## src/rtl/mem_init_loader_pkg.sv

```systemverilog
// Shared definitions for the program-memory init loader: default geometry
// and FSM state encodings.
package mem_init_loader_pkg;

  localparam int AW_DEF    = 7;
  localparam int DW_DEF    = 16;
  localparam int DEPTH_DEF = 128;

  typedef enum logic [1:0] {
    IDLE   = 2'd0,
    PRIME  = 2'd1,
    COPY   = 2'd2,
    FINISH = 2'd3
  } state_t;

endpackage

```

## src/rtl/mem_init_loader_init_edge_detect.sv

```systemverilog
// Rising-edge detector for the init request, sampled on the falling clock edge
// so it lines up with the processor's timing.
module init_edge_detect (
  input  logic clock,
  input  logic resetn,
  input  logic init,
  output logic start
);

  logic init_q;

  always_ff @(negedge clock or negedge resetn) begin
    if (!resetn) init_q <= 1'b0;
    else         init_q <= init;
  end

  assign start = init & ~init_q;

endmodule

```

## src/rtl/mem_init_loader.sv

```systemverilog
// Copies a program image from a synchronous ROM into the processor RAM on an
// init request, holding init_busy high and accumulating a checksum of the image.
module mem_init_loader
  import mem_init_loader_pkg::*;
#(
  parameter int AW    = AW_DEF,
  parameter int DW    = DW_DEF,
  parameter int DEPTH = DEPTH_DEF
) (
  input  logic          clock,
  input  logic          resetn,
  input  logic          init,
  input  logic [DW-1:0] rom_q,
  output logic [AW-1:0] rom_address,
  output logic [AW-1:0] ram_address,
  output logic [DW-1:0] ram_data,
  output logic          ram_wren,
  output logic          init_busy,
  output logic          init_done,
  output logic [DW-1:0] checksum
);

  localparam logic [AW-1:0] LAST = AW'(DEPTH - 1);

  state_t        state;
  logic [AW-1:0] wr_addr;
  logic          start;

  function automatic logic [DW-1:0] csum_add(input logic [DW-1:0] acc,
                                             input logic [DW-1:0] word);
    return acc + word;
  endfunction

  init_edge_detect u_edge (
    .clock  (clock),
    .resetn (resetn),
    .init   (init),
    .start  (start)
  );

  // The write address is kept separately from the ROM address because the ROM
  // address saturates at DEPTH-1 while the write side still needs that last slot.
  always_ff @(negedge clock or negedge resetn) begin
    if (!resetn) begin
      state       <= IDLE;
      wr_addr     <= '0;
      rom_address <= '0;
      ram_address <= '0;
      ram_data    <= '0;
      ram_wren    <= 1'b0;
      init_busy   <= 1'b0;
      init_done   <= 1'b0;
      checksum    <= '0;
    end else begin
      case (state)
        IDLE: begin
          ram_wren    <= 1'b0;
          rom_address <= '0;
          if (start) begin
            state     <= PRIME;
            wr_addr   <= '0;
            init_busy <= 1'b1;
            init_done <= 1'b0;
            checksum  <= '0;
          end
        end
        PRIME: begin
          ram_wren <= 1'b0;
          if (rom_address < LAST) rom_address <= rom_address + 1'b1;
          state <= COPY;
        end
        COPY: begin
          ram_wren    <= 1'b1;
          ram_data    <= rom_q;
          ram_address <= wr_addr;
          checksum    <= csum_add(checksum, rom_q);
          if (rom_address < LAST) rom_address <= rom_address + 1'b1;
          if (wr_addr == LAST) state <= FINISH;
          else                 wr_addr <= wr_addr + 1'b1;
        end
        FINISH: begin
          ram_wren  <= 1'b0;
          init_busy <= 1'b0;
          init_done <= 1'b1;
          state     <= IDLE;
        end
        default: state <= IDLE;
      endcase
    end
  end

endmodule

```

## config.mk

```make
export PLATFORM = sky130hd
export DESIGN_NAME = mem_init_loader
export DESIGN_NICKNAME = d
export VERILOG_FILES = /design/src/rtl/mem_init_loader_pkg.sv /design/src/rtl/mem_init_loader_init_edge_detect.sv /design/src/rtl/mem_init_loader.sv
export SDC_FILE = /design/constraint.sdc
export NUM_CORES = 1
export LEC_CHECK = 0
export CAP_MARGIN = 20
export CORE_ASPECT_RATIO = 0.6
export CORE_MARGIN = 3
export CORE_UTILIZATION = 40
export DETAILED_ROUTE_END_ITERATION = 8
export HOLD_SLACK_MARGIN = 0.06
export PLACE_DENSITY = 0.65
export SLEW_MARGIN = 15
export SYNTH_ARGS = -nofsm -noshare
export SYNTH_HDL_FRONTEND = slang
export SYNTH_SLANG_ARGS = --single-unit
```

## constraint.sdc

```tcl
create_clock -name clock -period 2.5 [get_ports clock]
set_input_delay 0.5 -clock clock [delete_from_list [all_inputs] [get_ports clock]]
set_output_delay 0.5 -clock clock [all_outputs]
set_load 0.05 [all_outputs]
```

# Yosys cells after proc, flatten, opt, wreduce, memory -nomap -nowiden
# Index checks and enable logic that the tools add are counted.
[totals]
regBits = 59
[op_classes]
n_eq_ne = 8
n_reduce_logical = 11
n_bitwise = 2
add_sub_neg = 3
magnitude_cmp = 1
mux = 15
[ops]
columns = ["operator", "n"]
rows = [
  ["16-bit one-hot mux with 2 select lines", 1],
  ["7-bit one-hot mux with 2 select lines", 2],
  ["7-bit 2-to-1 mux", 3],
  ["16-bit adder", 1],
  ["16-bit 2-to-1 mux", 1],
  ["7-bit by 1-bit adder with 7-bit output (second input constant)", 2],
  ["2-bit one-hot mux with 4 select lines", 1],
  ["2-bit AND reduction", 4],
  ["7-bit == test (second input constant)", 1],
  ["7-bit less-than comparator (second input constant)", 1],
  ["2-bit inequality test (second input constant)", 3],
  ["1-bit one-hot mux with 2 select lines", 3],
  ["2-bit nonzero test", 3],
  ["2-bit == test (second input constant)", 2],
  ["2-bit 2-to-1 mux", 2],
  ["3-bit AND reduction", 1],
  ["3-bit OR reduction", 1],
  ["2-bit by 1-bit == test with 1-bit output (second input constant)", 1],
  ["2-bit zero test", 1],
  ["1-bit 2-to-1 mux", 2],
  ["2-bit by 1-bit inequality test with 1-bit output (second input constant)", 1],
  ["2-bit OR reduction", 1],
  ["1-bit AND", 1],
  ["1-bit inverter", 1],
]

# Longest topological paths before layout
# Gate-level depths: netlist of run 1.
[logic_depth]
depth_word = 4
mapped_depth = 9
ltp_nobuf = 9

# Hierarchy
# From an unflattened synthesis of run 1, not the netlist that was laid out.
[hier_totals]
hier_cells = 308
area_unflattened_um2 = 3289.4
[by_module_without_submodules]
columns = ["module", "seq_area_each_um2", "cells_per_inst", "n_inst", "area_each_um2"]
rows = [
  ["mem_init_loader", 1451.4, 306, 1, 3250.6],
  ["init_edge_detect", 25.0, 2, 1, 38.8],
]

==> results of run 1 <==
[cell type report]
type	count	area [sq um]
clock inverter	4	72.6
inverter	16	60.1
sequential	59	1480
multi-input combinational	229	2060
clock buffer	12	256
tap	104	130
fill	446	1580
timing repair buffer	155	1840
[cells in the mapped netlist (3+ instances only)]
cell,instances,share of area
a211oi_1,3,0.0071
a21o_1,4,0.0095
a21oi_1,16,0.025
a22o_1,5,0.014
and3_1,3,0.0059
dfrtn_1,59,0.47
ha_1,20,0.079
inv_1,16,0.019
mux2_2,23,0.082
nand2_1,29,0.034
nand3_1,12,0.019
nand4_1,6,0.012
nor2_1,27,0.032
nor3_1,5,0.0079
o211ai_1,3,0.0071
o21a_1,5,0.012
o21ai_0,20,0.032
xor2_1,8,0.022
[stage by stage]
stage               total power [mW]  utilization  cells  hold slack [ps]
finish                          9.29        0.788    579              489
global route                    9.72        0.788    579              525
CTS                             8.88        0.762    570              488
detailed placement              7.17        0.687    535              489
global placement                7.04        0.687    535              474
floorplan                       4.56            -    310              436
[critical path, stage by stage]
cell and delay, ps:
buf_8 100, ha_4 150, inv_2 50, fa_2 220, nor2b_4 50, o31a_1 270
buf_4 150, o21a_1 190, o21a_1 230, or4_4 430, nand3_2 90
[timing repair]
item,4_1_cts,5_1_grt
setup endpoints to repair,75,68
pin swaps,30,36
buffers inserted,19,12
gates resized for setup,65,45
cloned,1,0
[cells in the final DEF, fill, tap and decap left out, types with 3 or more instances in the layout]
master | Yosys | routed
a21o_1 | 4 | 4
a21oi_1 | 16 | 11
a21oi_4 | 0 | 3
a22o_1 | 5 | 5
buf_12 | 0 | 50
buf_2 | 2 | 3
buf_4 | 0 | 77
buf_6 | 0 | 10
buf_8 | 0 | 3
clkbuf_16 | 0 | 9
clkbuf_2 | 0 | 6
dfrtn_1 | 59 | 59
dlygate4sd2_1 | 0 | 3
ha_1 | 20 | 5
ha_4 | 0 | 15
inv_1 | 16 | 14
mux2_2 | 23 | 23
nand2_1 | 29 | 27
nand3_1 | 12 | 10
nand4_1 | 6 | 6
nor2_1 | 27 | 21
nor2_2 | 0 | 4
nor3_1 | 5 | 4
o211ai_1 | 3 | 3
o21a_1 | 5 | 4
o21ai_0 | 20 | 11
o21ai_1 | 1 | 6
xor2_1 | 8 | 8
[cell families after synthesis]
| kind of cell | count (synthesis) | synth area share |
|---|---|---|
| simple gates | 99 | 0.154 |
| compound gates | 75 | 0.156 |
| flops | 59 | 0.466 |
| mux | 24 | 0.0848 |
| buf+inv | 22 | 0.0268 |
| fa+ha+maj | 21 | 0.0852 |
| xor+xnor | 10 | 0.0276 |
[power by group]
part	leakage (nW)	internal, mW	switching, mW
Sequential	0.748	1.37	0.412
Clock	0.159	0.924	0.440
Combinational	1.76	3.07	3.07
[sequential cells by signal, indices dropped and copies added, names as in the netlist]
name / count
checksum: 16
ram_data: 16
ram_address: 7
rom_address: 7
wr_addr: 7
state: 2
init_busy: 1
init_done: 1
ram_wren: 1
u_edge.init_q: 1
[worst paths after layout]
path	startpoint	end	cells after the start	slack [ps]
min in group asynchronous	resetn	ram_data[6]	2	1300
hold / removal	wr_addr[6]	ram_address[6]	1	490
setup / recovery	rom_q[0]	checksum[8]	11	-800
max in group asynchronous	resetn	ram_data[12]	2	890
hold reg to reg	wr_addr[6]	ram_address[6]	1	490
setup reg to reg	checksum[0]	checksum[8]	11	180
[routing by layer]
metal / wire length [um] / vias up / part of all wire / GRT usage
li1: - / 1449 / - / -
met1: 4740 / 1502 / 0.46 / 0.297
met2: 4750 / 94 / 0.46 / 0.352
met3: 570 / 23 / 0.056 / 0.0563
met5: 0 / - / 0 / 0
met4: 205 / 0 / 0.020 / 0.0817
==> results.sh, run 1 <==
export IMPL_synthArstFlopShare=1.00
export IMPL_gr_total_overflow=0
export IMPL_tightest_slew_ps=456
export IMPL_final_area_sq_um=5890
export IMPL_antenna_left=0
export IMPL_clk_pin_slew_ps=40
export IMPL_setup_slack_ps=-800
export IMPL_clock_sinks=59
export IMPL_numCtsBuffers=9
export IMPL_htree_levels=3
export IMPL_critical_path_peak_fanout=3
export IMPL_routed_wirelength_mm=10.3
export IMPL_dieWidth_um=121
export IMPL_clockRootBuffer="clkbuf_16"
export IMPL_drive_gt1_frac=0.526
export IMPL_synthesis_nets=350
export IMPL_hp_class="reg -> reg"
export IMPL_grt_pass1_wl_mm=15.4
export IMPL_synthFlopType="dfrtn_1"
export IMPL_antenna_cells=0
export IMPL_cap_violations=0
export IMPL_vias=3068
export IMPL_slew_headroom=0.692
export IMPL_place_detailed_hpwl_mm=6.93
export IMPL_violations="negative setup slack"
export IMPL_status="finished, violations left"
export IMPL_initial_core_util=0.424
export IMPL_rows=24
export IMPL_routed_via_density=5.30
export IMPL_yosysWarnings=0
export IMPL_maxSlewViolCount=0
export IMPL_first_iter_violations=153
export IMPL_final_setup_viol_count=64
export IMPL_hold_viol=0
export IMPL_ys_seq_area_frac=0.466
export IMPL_ys_types=52
export IMPL_dpl_cell_area_sq_um=5140
export IMPL_path_class="in -> reg"
export IMPL_die_h_um=75.0
export IMPL_synth_edff_count=0
export IMPL_core_sq_um=7480
export IMPL_dr_pass1_iters=4
export IMPL_antenna_found_initial=0
export IMPL_syn_area_per_cell_sq_um=10.2
export IMPL_track_usage=0.221
export IMPL_drc_errors=0
export IMPL_netlist_area_sq_um=3170
export IMPL_grt_pass1_vias=3053
export IMPL_max_vdd_ir_drop_uv=885
export IMPL_area_growth_synth_to_final_pct=85.9
export IMPL_wire_per_inst_um=17.7
export IMPL_grt_max_degree=60
export IMPL_critPathLaunchType="primary input"
export IMPL_ios=68
export IMPL_hold_buffers=0
export IMPL_worstPathArrival_ps=2420
export IMPL_place_ws_ps=-1500
export IMPL_port_buffers=67
export IMPL_postSynthCellCount=310
export IMPL_nets=510
export IMPL_yosys_register_bits=59
export IMPL_gp_congestion=0.841
export IMPL_cts_tree="done"
export IMPL_cellLeakagePower_nw=2.67
export IMPL_rsz0062_at_grt="true"
export IMPL_ctsLongestPathBuffers=2
export IMPL_end_kind="register"
export IMPL_clock_latency_ps=340
export IMPL_fin_tns_setup_ps=-16770
export IMPL_crit_required_ps=1620
export IMPL_skew_ps=6.27
export IMPL_die_area_sq_um=9070
export IMPL_powerDensity_nw_per_um2=1580
(Power assumes the default switching activity.)
==> run 2, diff against run 1 <==
Settings changed: ABC_AREA from default to 1, PLACE_DENSITY 0.65 to default.
==> results.sh, run 2 <==
export IMPL_status="finished, violations left"
export IMPL_violations="negative setup slack"
export IMPL_cap_violations=0
export IMPL_grt_pass1_vias=3704
export IMPL_ys_seq_area_frac=0.440
export IMPL_reg_top3="checksum: 16 flops, ram_data: 16 flops"
export IMPL_netlist_area_sq_um=3360
export IMPL_clk_pin_slew_ps=40
export IMPL_grt_max_degree=60
export IMPL_synth_top_area_frac=0.440
export IMPL_yosys_top_cells_area="dfrtn_1, nand2_1, ha_1"
export IMPL_numCtsBuffers=9
export IMPL_rsz0062_at_grt="true"
export IMPL_drive_gt1_frac=0.456
export IMPL_synthFlopType="dfrtn_1"
export IMPL_core_sq_um=8010
export IMPL_dr_pass1_iters=4
export IMPL_first_iter_violations=310
export IMPL_nets=643
export IMPL_die_h_um=77.0
export IMPL_dieWidth_um=124
export IMPL_powerDensity_nw_per_um2=1470
export IMPL_synthesis_nets=488
export IMPL_hold_viol=0
export IMPL_postSynthCellCount=448
export IMPL_synthAdderAreaFrac=0.0805
export IMPL_cellLeakagePower_nw=3.14
export IMPL_setup_slack_ps=-292
export IMPL_synth_xor_area_frac=0.0183
export IMPL_vias=3611
export IMPL_antenna_cells=0
export IMPL_place_detailed_hpwl_mm=7.37
export IMPL_path_class="in -> reg"
export IMPL_maxSlewViolCount=0
export IMPL_ctsLongestPathBuffers=2
export IMPL_synthTopCellsByCount="nand2_1, dfrtn_1, inv_1"
export IMPL_synth_area_leader_cell="dfrtn_1"
export IMPL_wire_per_inst_um=16.1
export IMPL_rows=25
export IMPL_final_area_sq_um=6240
export IMPL_antenna_left=0
export IMPL_r2r_setup_slack_ps=520
export IMPL_whs_ps=465
export IMPL_crit_required_ps=1440
export IMPL_die_area_sq_um=9560
export IMPL_hp_class="reg -> reg"
export IMPL_synth_simple_area_share=0.322
export IMPL_tightest_slew_ps=693
export IMPL_finalPower_mw=9.19
export IMPL_cts_tree="done"
export IMPL_drc_errors=0
export IMPL_clockRootBuffer="clkbuf_16"
export IMPL_routed_via_density=5.04
export IMPL_synth_compound_area_frac=0.0671
export IMPL_routed_wirelength_mm=11.5
export IMPL_ios=68
export IMPL_end_kind="register"
export IMPL_synth_most_common_cell="nand2_1"
export IMPL_htree_levels=3
export IMPL_max_vdd_ir_drop_uv=817
export IMPL_worstPathArrival_ps=1730
export IMPL_port_buffers=67
export IMPL_yosys_register_bits=59
export IMPL_final_setup_viol_count=63
export IMPL_clock_latency_ps=340
export IMPL_skew_ps=3.56
export IMPL_place_inst=657
export IMPL_syn_area_per_cell_sq_um=7.49
export IMPL_final_cell_mix="nand2_1, buf_4, dfrtn_1"
export IMPL_ys_types=32
export IMPL_synth_edff_count=0
export IMPL_gp_congestion=0.868
export IMPL_area_growth_synth_to_final_pct=85.8
export IMPL_clock_sinks=59
export IMPL_synth_top_family_by_area="simple AND/OR/NAND/NOR gates"
export IMPL_critPathLaunchType="primary input"
export IMPL_initial_core_util=0.419
export IMPL_synthArstFlopShare=1.00
export IMPL_gr_total_overflow=0
export IMPL_dpl_cell_area_sq_um=5190
export IMPL_slew_headroom=0.538
export IMPL_critical_path_peak_fanout=4
export IMPL_fin_cells=716
export IMPL_grt_pass1_wl_mm=18.9
export IMPL_final_common_cell="nand2_1"
export IMPL_track_usage=0.248
export IMPL_synth_mux_area_frac=0
export IMPL_yosysWarnings=0
export IMPL_antenna_found_initial=0
==> run 2: worst paths after layout <==
path                                  end  cells past startpoint        start
max                          checksum[14]                     12     rom_q[0]
min                        ram_address[6]                      2   wr_addr[6]
max reg2reg                  checksum[14]                     13  checksum[6]
min reg2reg                ram_address[6]                      2   wr_addr[6]
max in group asynchronous     checksum[5]                      2       resetn
min in group asynchronous  ram_address[3]                      2       resetn
==> run 2: per-layer routing <==
metal | GRT usage | vias up | share of wire
met5 | 0 | - | 0
met4 | 0.0580 | 0 | 0.013
met3 | 0.0612 | 18 | 0.066
met2 | 0.387 | 147 | 0.45
met1 | 0.350 | 1723 | 0.47
li1 | - | 1723 | -
==> run 2: layout make-up <==
cell class	count	area [sq um]
Clock buffer	9	225
Clock inverter	7	100
Fill cell	535	1770
Inverter	55	240
Multi-Input combinational cell	327	2210
Sequential cell	59	1480
Tap cell	108	135
Timing Repair Buffer	151	1850
==> run 2: critical path, stage by stage <==
cell and delay, ps:
buf_8 80, ha_4 120, inv_2 40, fa_2 380, inv_2 90, nand2_2 70
nand3_4 120, nand2_2 70, nand2_1 60, nand2_1 60, nand3_1 80, nand2_1 50
==> run 2: metrics by stage <==
stage,util,worst slack [ps],setup TNS (ps)
final,0.779,-292,-12610
after global routing,0.779,-391,-14720
after CTS,0.757,-282,-12020
after detailed placement,0.648,-1130,-24420
after global placement,0.648,-1090,-23690
after floorplan,-,-421,-4520
==> run 2: kinds of logic (layout without fill, tap and decap cells) <==
group | after synthesis | after routing
and+or+nand+nor | 260 | 260
buffers and inverters | 62 | 222
DFF | 59 | 59
AOI/OAI and AO/OA | 39 | 39
adders and majority gates | 21 | 21
xor gates and xnor gates | 7 | 7
==> run 2: power by group <==
group / internal [mW] / switching, mW / total, mW
logic: 2.79 / 3.30 / 6.08
clock network: 0.880 / 0.487 / 1.37
registers: 1.33 / 0.402 / 1.74
==> run 2: timing repair <==
action                     in CTS  in global routing
setup buffers                  31                 12
pin swaps                      63                 43
resized for setup             158                 26
hold buffers                    0                  0
hold endpoints to repair        0                  0
setup endpoints to repair      76                 72
